--- src/rtl/i2c_init_seq.sv ---
// i2c_init_seq: power-up register sequencer for I2C peripherals.
// Walks a synchronous ROM of CMD_NUM command words and hands each one to an
// I2C write master. A programmable idle gap follows every completed write, and
// NACKed writes are re-issued up to MAX_RETRY times before the sequence gives up.
//
// Handshakes: rom_en is a 1-cycle read strobe and rom_data is taken exactly one
// clock later; write_i2c_en is a 1-cycle request, after which the block waits
// in WAIT for a 1-cycle i2c_done pulse (i2c_ack_err is qualified by it).
// i2c_done outside WAIT is ignored. done is a 1-cycle pulse at the end of a
// sequence; error is sticky until the next accepted start.
module i2c_init_seq #(
    parameter int                CMD_NUM        = 28,
    parameter int                ADDR_W         = 5,
    parameter int                DATA_W         = 8,
    parameter int                REG_ADDR_EN    = 0,
    parameter logic [DATA_W-1:0] FIXED_REG_ADDR = '0,
    parameter int                SLEEP_CYCLES   = 50000,
    parameter int                MAX_RETRY      = 3,
    localparam int               ROM_W          = (REG_ADDR_EN + 1) * DATA_W
) (
    input  logic              clk,
    input  logic              reset,
    input  logic              start,
    input  logic              abort,
    output logic              rom_en,
    output logic [ADDR_W-1:0] rom_addr,
    input  logic [ROM_W-1:0]  rom_data,
    output logic              write_i2c_en,
    output logic [DATA_W-1:0] reg_addr,
    output logic [DATA_W-1:0] reg_data,
    input  logic              i2c_done,
    input  logic              i2c_ack_err,
    output logic              busy,
    output logic              done,
    output logic              error,
    output logic [ADDR_W-1:0] cmd_idx,
    output logic [2:0]        state_dbg
);

    // Counter widths never collapse to zero for the degenerate parameter values.
    localparam int SLEEP_W    = (SLEEP_CYCLES > 0) ? $clog2(SLEEP_CYCLES + 1) : 1;
    localparam int SLEEP_LAST = (SLEEP_CYCLES > 1) ? (SLEEP_CYCLES - 1) : 0;
    localparam int RETRY_W    = (MAX_RETRY > 0) ? $clog2(MAX_RETRY + 1) : 1;

    localparam logic [SLEEP_W-1:0] SLEEP_LAST_C = SLEEP_W'(SLEEP_LAST);
    localparam logic [RETRY_W-1:0] MAX_RETRY_C  = RETRY_W'(MAX_RETRY);
    // One extra bit so CMD_NUM == 2**ADDR_W terminates instead of wrapping.
    localparam logic [ADDR_W:0]    CMD_END      = (ADDR_W + 1)'(CMD_NUM);

    typedef enum logic [2:0] {
        S_IDLE     = 3'd0,
        S_FETCH    = 3'd1,
        S_LATCH    = 3'd2,
        S_ISSUE    = 3'd3,
        S_WAIT     = 3'd4,
        S_SLEEP    = 3'd5,
        S_COMPLETE = 3'd6,
        S_FAIL     = 3'd7
    } state_t;

    state_t              state_q;
    state_t              state_d;
    logic [ADDR_W:0]     cmd_cnt_q;
    logic [RETRY_W-1:0]  retry_cnt_q;
    logic [SLEEP_W-1:0]  sleep_cnt_q;
    logic                retry_pend_q;
    logic [DATA_W-1:0]   rom_reg_addr;
    logic                sleep_exp;
    logic                wr_ok;
    logic                wr_retry;
    logic                wr_fail;

    // Register-address field of the ROM word, or the fixed control byte.
    generate
        if (REG_ADDR_EN != 0) begin : g_rom_addr
            assign rom_reg_addr = rom_data[ROM_W-1:DATA_W];
        end else begin : g_fixed_addr
            assign rom_reg_addr = FIXED_REG_ADDR;
        end
    endgenerate

    assign sleep_exp = (sleep_cnt_q == SLEEP_LAST_C);
    assign wr_ok     = i2c_done && !i2c_ack_err;
    assign wr_retry  = i2c_done && i2c_ack_err && (retry_cnt_q < MAX_RETRY_C);
    assign wr_fail   = i2c_done && i2c_ack_err && !(retry_cnt_q < MAX_RETRY_C);

    assign cmd_idx   = cmd_cnt_q[ADDR_W-1:0];
    assign rom_addr  = cmd_cnt_q[ADDR_W-1:0];
    assign state_dbg = state_q;

    // Next-state decode and the state-decoded strobes.
    always_comb begin
        state_d      = state_q;
        rom_en       = 1'b0;
        write_i2c_en = 1'b0;
        busy         = (state_q != S_IDLE);
        done         = 1'b0;
        case (state_q)
            S_IDLE: begin
                if (start) state_d = S_FETCH;
            end
            S_FETCH: begin
                rom_en  = 1'b1;
                state_d = S_LATCH;
            end
            S_LATCH: begin
                state_d = S_ISSUE;
            end
            S_ISSUE: begin
                write_i2c_en = 1'b1;
                state_d      = S_WAIT;
            end
            S_WAIT: begin
                if (wr_ok || wr_retry) state_d = S_SLEEP;
                else if (wr_fail)      state_d = S_FAIL;
            end
            S_SLEEP: begin
                if (sleep_exp) begin
                    if (retry_pend_q)                  state_d = S_ISSUE;
                    else if (cmd_cnt_q == CMD_END)     state_d = S_COMPLETE;
                    else                               state_d = S_FETCH;
                end
            end
            S_COMPLETE: begin
                done    = 1'b1;
                state_d = S_IDLE;
            end
            S_FAIL: begin
                done    = 1'b1;
                state_d = S_IDLE;
            end
            default: state_d = S_IDLE;
        endcase
    end

    // State register; reset and abort win over every other event.
    always_ff @(posedge clk) begin
        if (reset || abort) state_q <= S_IDLE;
        else                state_q <= state_d;
    end

    // Command index, retry/sleep counters, latched write and sticky error.
    always_ff @(posedge clk) begin
        if (reset || abort) begin
            cmd_cnt_q    <= '0;
            retry_cnt_q  <= '0;
            sleep_cnt_q  <= '0;
            retry_pend_q <= 1'b0;
            reg_addr     <= '0;
            reg_data     <= '0;
            if (reset) error <= 1'b0;
        end else begin
            case (state_q)
                S_IDLE: begin
                    if (start) begin
                        error        <= 1'b0;
                        cmd_cnt_q    <= '0;
                        retry_cnt_q  <= '0;
                        retry_pend_q <= 1'b0;
                    end
                end
                S_LATCH: begin
                    reg_data <= rom_data[DATA_W-1:0];
                    reg_addr <= rom_reg_addr;
                end
                S_WAIT: begin
                    sleep_cnt_q <= '0;
                    if (wr_ok) begin
                        cmd_cnt_q    <= cmd_cnt_q + 1'b1;
                        retry_cnt_q  <= '0;
                        retry_pend_q <= 1'b0;
                    end else if (wr_retry) begin
                        retry_cnt_q  <= retry_cnt_q + 1'b1;
                        retry_pend_q <= 1'b1;
                    end
                end
                S_SLEEP: begin
                    if (sleep_exp) begin
                        sleep_cnt_q  <= '0;
                        retry_pend_q <= 1'b0;
                    end else begin
                        sleep_cnt_q <= sleep_cnt_q + 1'b1;
                    end
                end
                S_FAIL: begin
                    error <= 1'b1;
                end
                default: ;
            endcase
        end
    end

endmodule

--- config.mk ---
export PLATFORM = sky130hd
export DESIGN_NAME = i2c_init_seq
export DESIGN_NICKNAME = d
export VERILOG_FILES = /design/src/rtl/i2c_init_seq.sv
export SDC_FILE = /design/constraint.sdc
export NUM_CORES = 1
export LEC_CHECK = 0
export CAP_MARGIN = 25
export CORE_AREA = 3 3 72 74
export DETAILED_ROUTE_END_ITERATION = 8
export DIE_AREA = 0 0 75 77
export GPL_TIMING_DRIVEN = 0
export PLACE_DENSITY_LB_ADDON = 0.25
export SLEW_MARGIN = 20
export SYNTH_ARGS = -nofsm -noshare
export SYNTH_HDL_FRONTEND = slang
export SYNTH_SLANG_ARGS = --single-unit
--- constraint.sdc ---
create_clock -name clk -period 2.59 [get_ports clk]
set_input_delay 0.518 -clock clk [delete_from_list [all_inputs] [get_ports clk]]
set_output_delay 0.518 -clock clk [all_outputs]
set_load 0.1 [all_outputs]
==> impl_metrics.csv <==
group,metric,value,unit
run_status,outcome,"finished clean",
sta,finalCritPeriodShare,96.8,%
global_route,grt_pass1_vias,1837,
clock_network,worst_skew_pair.late_latency,0.29,ns
clock_network,cts_made_buffers,5,
clock_network,post-cts-setup-buffers,0,
critical_path,timing.setup.critical_path_class,"register to output pin",
sta,timing.fmax,399,MHz
sta,finalClockSkew,0.00662,ns
critical_path,r2r-end,"sleep_cnt_q[7]$_SDFFE_PP0P_",
logic_synthesis,synthArstFlopShare,0,%
logic_synthesis,synth_area_leaders,"sky130_fd_sc_hd__dfxtp_1 35%, sky130_fd_sc_hd__buf_4 6.9%, sky130_fd_sc_hd__nand2_1 6.9%, sky130_fd_sc_hd__a21oi_1 5.9%, sky130_fd_sc_hd__nor2_1 3.1%",
global_route,gr-usage-all-layers,18.6,%
logic_synthesis,synth_area_per_cell,8.25,µm²
final_layout,num-fill-cells,462,
logic_synthesis,yosys.area.top_type,"sky130_fd_sc_hd__dfxtp_1",
logic_synthesis,yosysWarnings,0,
placed_design,dp.final_hpwl,3510,µm
global_route,grt_pass1_wl,8580,µm
clock_network,tritoncts,"done",
sta,finalSetupViolations,0,
sta,max-slew-margin-rel,34.6,%
floorplanning,core_region_area,0.00466,mm²
placed_design,dp.cells,349,
pwr,static-leakage-power,0.000948,µW
final_layout,fin_util,56.6,%
critical_path,worstRegToRegCells,6,
pwr,vdd_drop_max,0.000291,V
pwr,powerDensity,438,mW/mm²
route,iteration_0_drc_markers,90,
logic_synthesis,yosys.area_share.simple,28.6,%
logic_synthesis,synth_fa_ha_area_share,2.44,%
final_layout,fraction_of_layout_cells_with_a_size_suffix_above_1,14.5,%
placed_design,last_weighted_congestion_value_of_the_routability_driven_placer,0.815,
hold_path,hold-path-cell-count,2,
logic_synthesis,synth_edf_count,1,
floorplanning,placement_rows,25,
global_route,grt_antenna_before_repair,0,
clock_network,max-clock-path-buffers,2,
final_layout,final_cells,357,
route,post_drt_via_cell_ratio,5.26,
global_route,grt_start_max_net_pins,12,
floorplanning,die_area,0.00578,mm²
logic_synthesis,postSynth.topFlopCell,"sky130_fd_sc_hd__dfxtp_1",
critical_path,max_stage_delay,1.12,ns
sta,totalNegativeSetupSlack,0,ns
global_route,global_route.overflow_total,0,
sta,hold_slack,0.456,ns
critical_path,ff2ff_setup_slack,0.61,ns
floorplanning,chipHeight,77,µm
sta,timing.final.hold_violations,0,
critical_path,cp.buffers_inverters,2,
final_layout,diodes,0,
floorplanning,die_width,75,µm
critical_path,critical_path_required,2.07,ns
critical_path,worst-endpoint-arrival,1.99,ns
sta,finalCriticalPeriod,2.51,ns
critical_path,rr_startpoint,"sleep_cnt_q[10]$_SDFFE_PP0P_",
placed_design,place_area,0.00255,mm²
logic_synthesis,synthesis.area,0.00205,mm²
floorplanning,pin_count,48,
clock_network,clkSinkCount,37,
sta,final-max-slew-violation-count,0,
critical_path,worst_path_dominant_cell_family,"buffers and inverters",
final_layout,layout.cells.most_common_list,"38 x sky130_fd_sc_hd__nand2_1, 36 x sky130_fd_sc_hd__dfxtp_1, 34 x sky130_fd_sc_hd__clkdlybuf4s50_1",
route,route.detailed.drc,0,
logic_synthesis,postSynthCellCount,249,
route,num_vias,1877,
logic_synthesis,synth.area.mux_share,0.488,%
clock_network,cts.reportedPaths.clkPinSlew,0.07,ns
critical_path,endpoint_kind,"output pin",
route,firstDrtPassIters,4,
logic_synthesis,synth_compound_area_share,16.6,%
sta,rsz_0062_raised_after_global_routing,"false",
final_layout,flow.area_growth_from_synthesis,28.6,%
hold_path,worstHoldEndpoint,"reg_data[7]$_SDFFE_PP0P_",
job,timing.max_cap.violations,0,
final_layout,finalNetCount,320,
logic_synthesis,largest_family_of_logic_cells_by_synthesized_area,"simple AND/OR/NAND/NOR gates",
route,antenna_left,0,
clock_network,cts_root_buffer,"sky130_fd_sc_hd__clkbuf_8",
logic_synthesis,synth_sequential_area_ratio,36.6,%
placed_design,port_buffers,39,
logic_synthesis,yosys.area_share.xor_xnor,4.27,%
critical_path,critical_path.startpoint_type,"register",
route,routed_len_inst,13.3,µm
critical_path,crit_path_cell_trace,"buf_4, clkdlybuf4s50_1",
sta,tightest_slew,0.978,ns
logic_synthesis,ys_seq_elements,37,
hold_path,hold_start,"reg_data[7]$_SDFFE_PP0P_",
floorplanning,start_util,44.1,%
hold_path,hold_path_class,"register to register",
logic_synthesis,yosys.cell_types.count,51,
logic_synthesis,yosysTopAreaCellShare,35.1,%
final_layout,final_area,0.00264,mm²
critical_path,timing.critical_path.fanout_max,7,
clock_network,cts_max_level,2,
critical_path,slowest_stage,"sky130_fd_sc_hd__clkdlybuf4s50_1",
final_layout,layout_commonest_cell,"sky130_fd_sc_hd__nand2_1",
route,route.final.wire_length,4740,µm
==> sequential cells by signal (all words and copies together), names as in the netlist <==
signal / cells
cmd_cnt_q: 6
retry_pend_q: 1
reg_data: 8
sleep_cnt_q: 16
state_dbg: 3
retry_cnt_q: 2
error: 1
==> repair_timing <==
action / CTS / global route
hold endpoints to repair: 0 / 0
gates resized for setup: 11 / 2
setup endpoints to repair: 4 / 2
hold buffers: 0 / 0
pin swaps: 0 / 0
gates cloned: 0 / 0
==> kinds of logic after synthesis <==
| kind of cell | after synthesis |
|---|---|
| adder cells (fa/ha/maj) | 4 |
| XOR/XNOR | 10 |
| AND/OR/NAND/NOR | 111 |
| buffers and inverters | 34 |
| other | 1 |
| AO/OA/AOI/OAI | 51 |
| multiplexers | 1 |
| flip-flops | 37 |
==> worst min-delay path, delay by kind of cell, from the launching register on <==
kind / cells / cell delay, ns
DFF: 1 / 0.31
and+or+nand+nor: 1 / 0.05
AOI/OAI and AO/OA: 1 / 0.05
==> report_power, final <==
part	leakage (µW)	internal [µW]	switching, µW
Clock	0.0000455	217	199
Combinational	0.000602	47.8	116
Sequential	0.000301	573	2.54
==> cell usage after synthesis (2+ instances only) <==
cell type and instances:
sky130_fd_sc_hd__a31oi_1 2, sky130_fd_sc_hd__nand4_1 8, sky130_fd_sc_hd__and2_1 4, sky130_fd_sc_hd__nor4_1 3, sky130_fd_sc_hd__or2_2 2, sky130_fd_sc_hd__inv_1 7, sky130_fd_sc_hd__nor3_1 2, sky130_fd_sc_hd__nand2_1 38
sky130_fd_sc_hd__xnor2_1 4, sky130_fd_sc_hd__o21ai_0 8, sky130_fd_sc_hd__buf_4 19, sky130_fd_sc_hd__or3b_2 2, sky130_fd_sc_hd__nand2b_1 2, sky130_fd_sc_hd__or3_1 8, sky130_fd_sc_hd__xor2_1 6, sky130_fd_sc_hd__dfxtp_1 36
sky130_fd_sc_hd__a21oi_1 24, sky130_fd_sc_hd__and4b_1 2, sky130_fd_sc_hd__ha_1 4, sky130_fd_sc_hd__nor2b_1 2, sky130_fd_sc_hd__nor2_1 17, sky130_fd_sc_hd__clkbuf_1 4, sky130_fd_sc_hd__nand3_1 7, sky130_fd_sc_hd__o31ai_1 3
sky130_fd_sc_hd__buf_6 3, sky130_fd_sc_hd__o211ai_1 3, sky130_fd_sc_hd__nand3b_1 3, sky130_fd_sc_hd__or4_1 3
==> layer usage <==
| layer | track usage, % | share of wire [%] |
|---|---|---|
| met1 | 24.5 | 45 |
| met2 | 30.1 | 49 |
| met3 | 4.33 | 4.4 |
| met4 | 4.98 | 1.5 |
| met5 | 0 | 0 |
==> cell type report <==
class | instances | area [µm²] | area share, %
flip-flops and latches | 37 | 751 | 28.4
plain buffers | 27 | 196 | 7.44
repair buffers | 39 | 388 | 14.7
well taps | 54 | 67.6 | 2.56
inverters | 7 | 26.3 | 0.995
clock buffers | 8 | 90.1 | 3.41
multi-input cells | 185 | 1120 | 42.5
==> how the worst max path moves through the flow <==
stage,cells past startpoint,startpoint,slack (ns),to
global placement,3,state_dbg[1]$_SDFFE_PP0P_,-0.24,write_i2c_en
detailed placement,3,state_dbg[1]$_SDFFE_PP0P_,-0.28,write_i2c_en
CTS,3,state_dbg[0]$_SDFFE_PP0P_,0.04,rom_en
global route,2,cmd_cnt_q[1]$_SDFFE_PP0P_,0.008,rom_addr[1]
floorplan,2,state_dbg[0]$_SDFFE_PP0P_,-0.07,rom_en
finish,2,cmd_cnt_q[1]$_SDFFE_PP0P_,0.08,cmd_idx[1]
==> metrics by stage <==
step           worst slack, ns  total power (µW)
3_3_place_gp            -0.243               753
5_1_grt                0.00804              1200
2_1_floorplan          -0.0675               713
3_5_place_dp            -0.277               754
6_report                0.0831              1160
4_1_cts                 0.0407              1160
No activity file was read; power rests on OpenSTA's default activity.
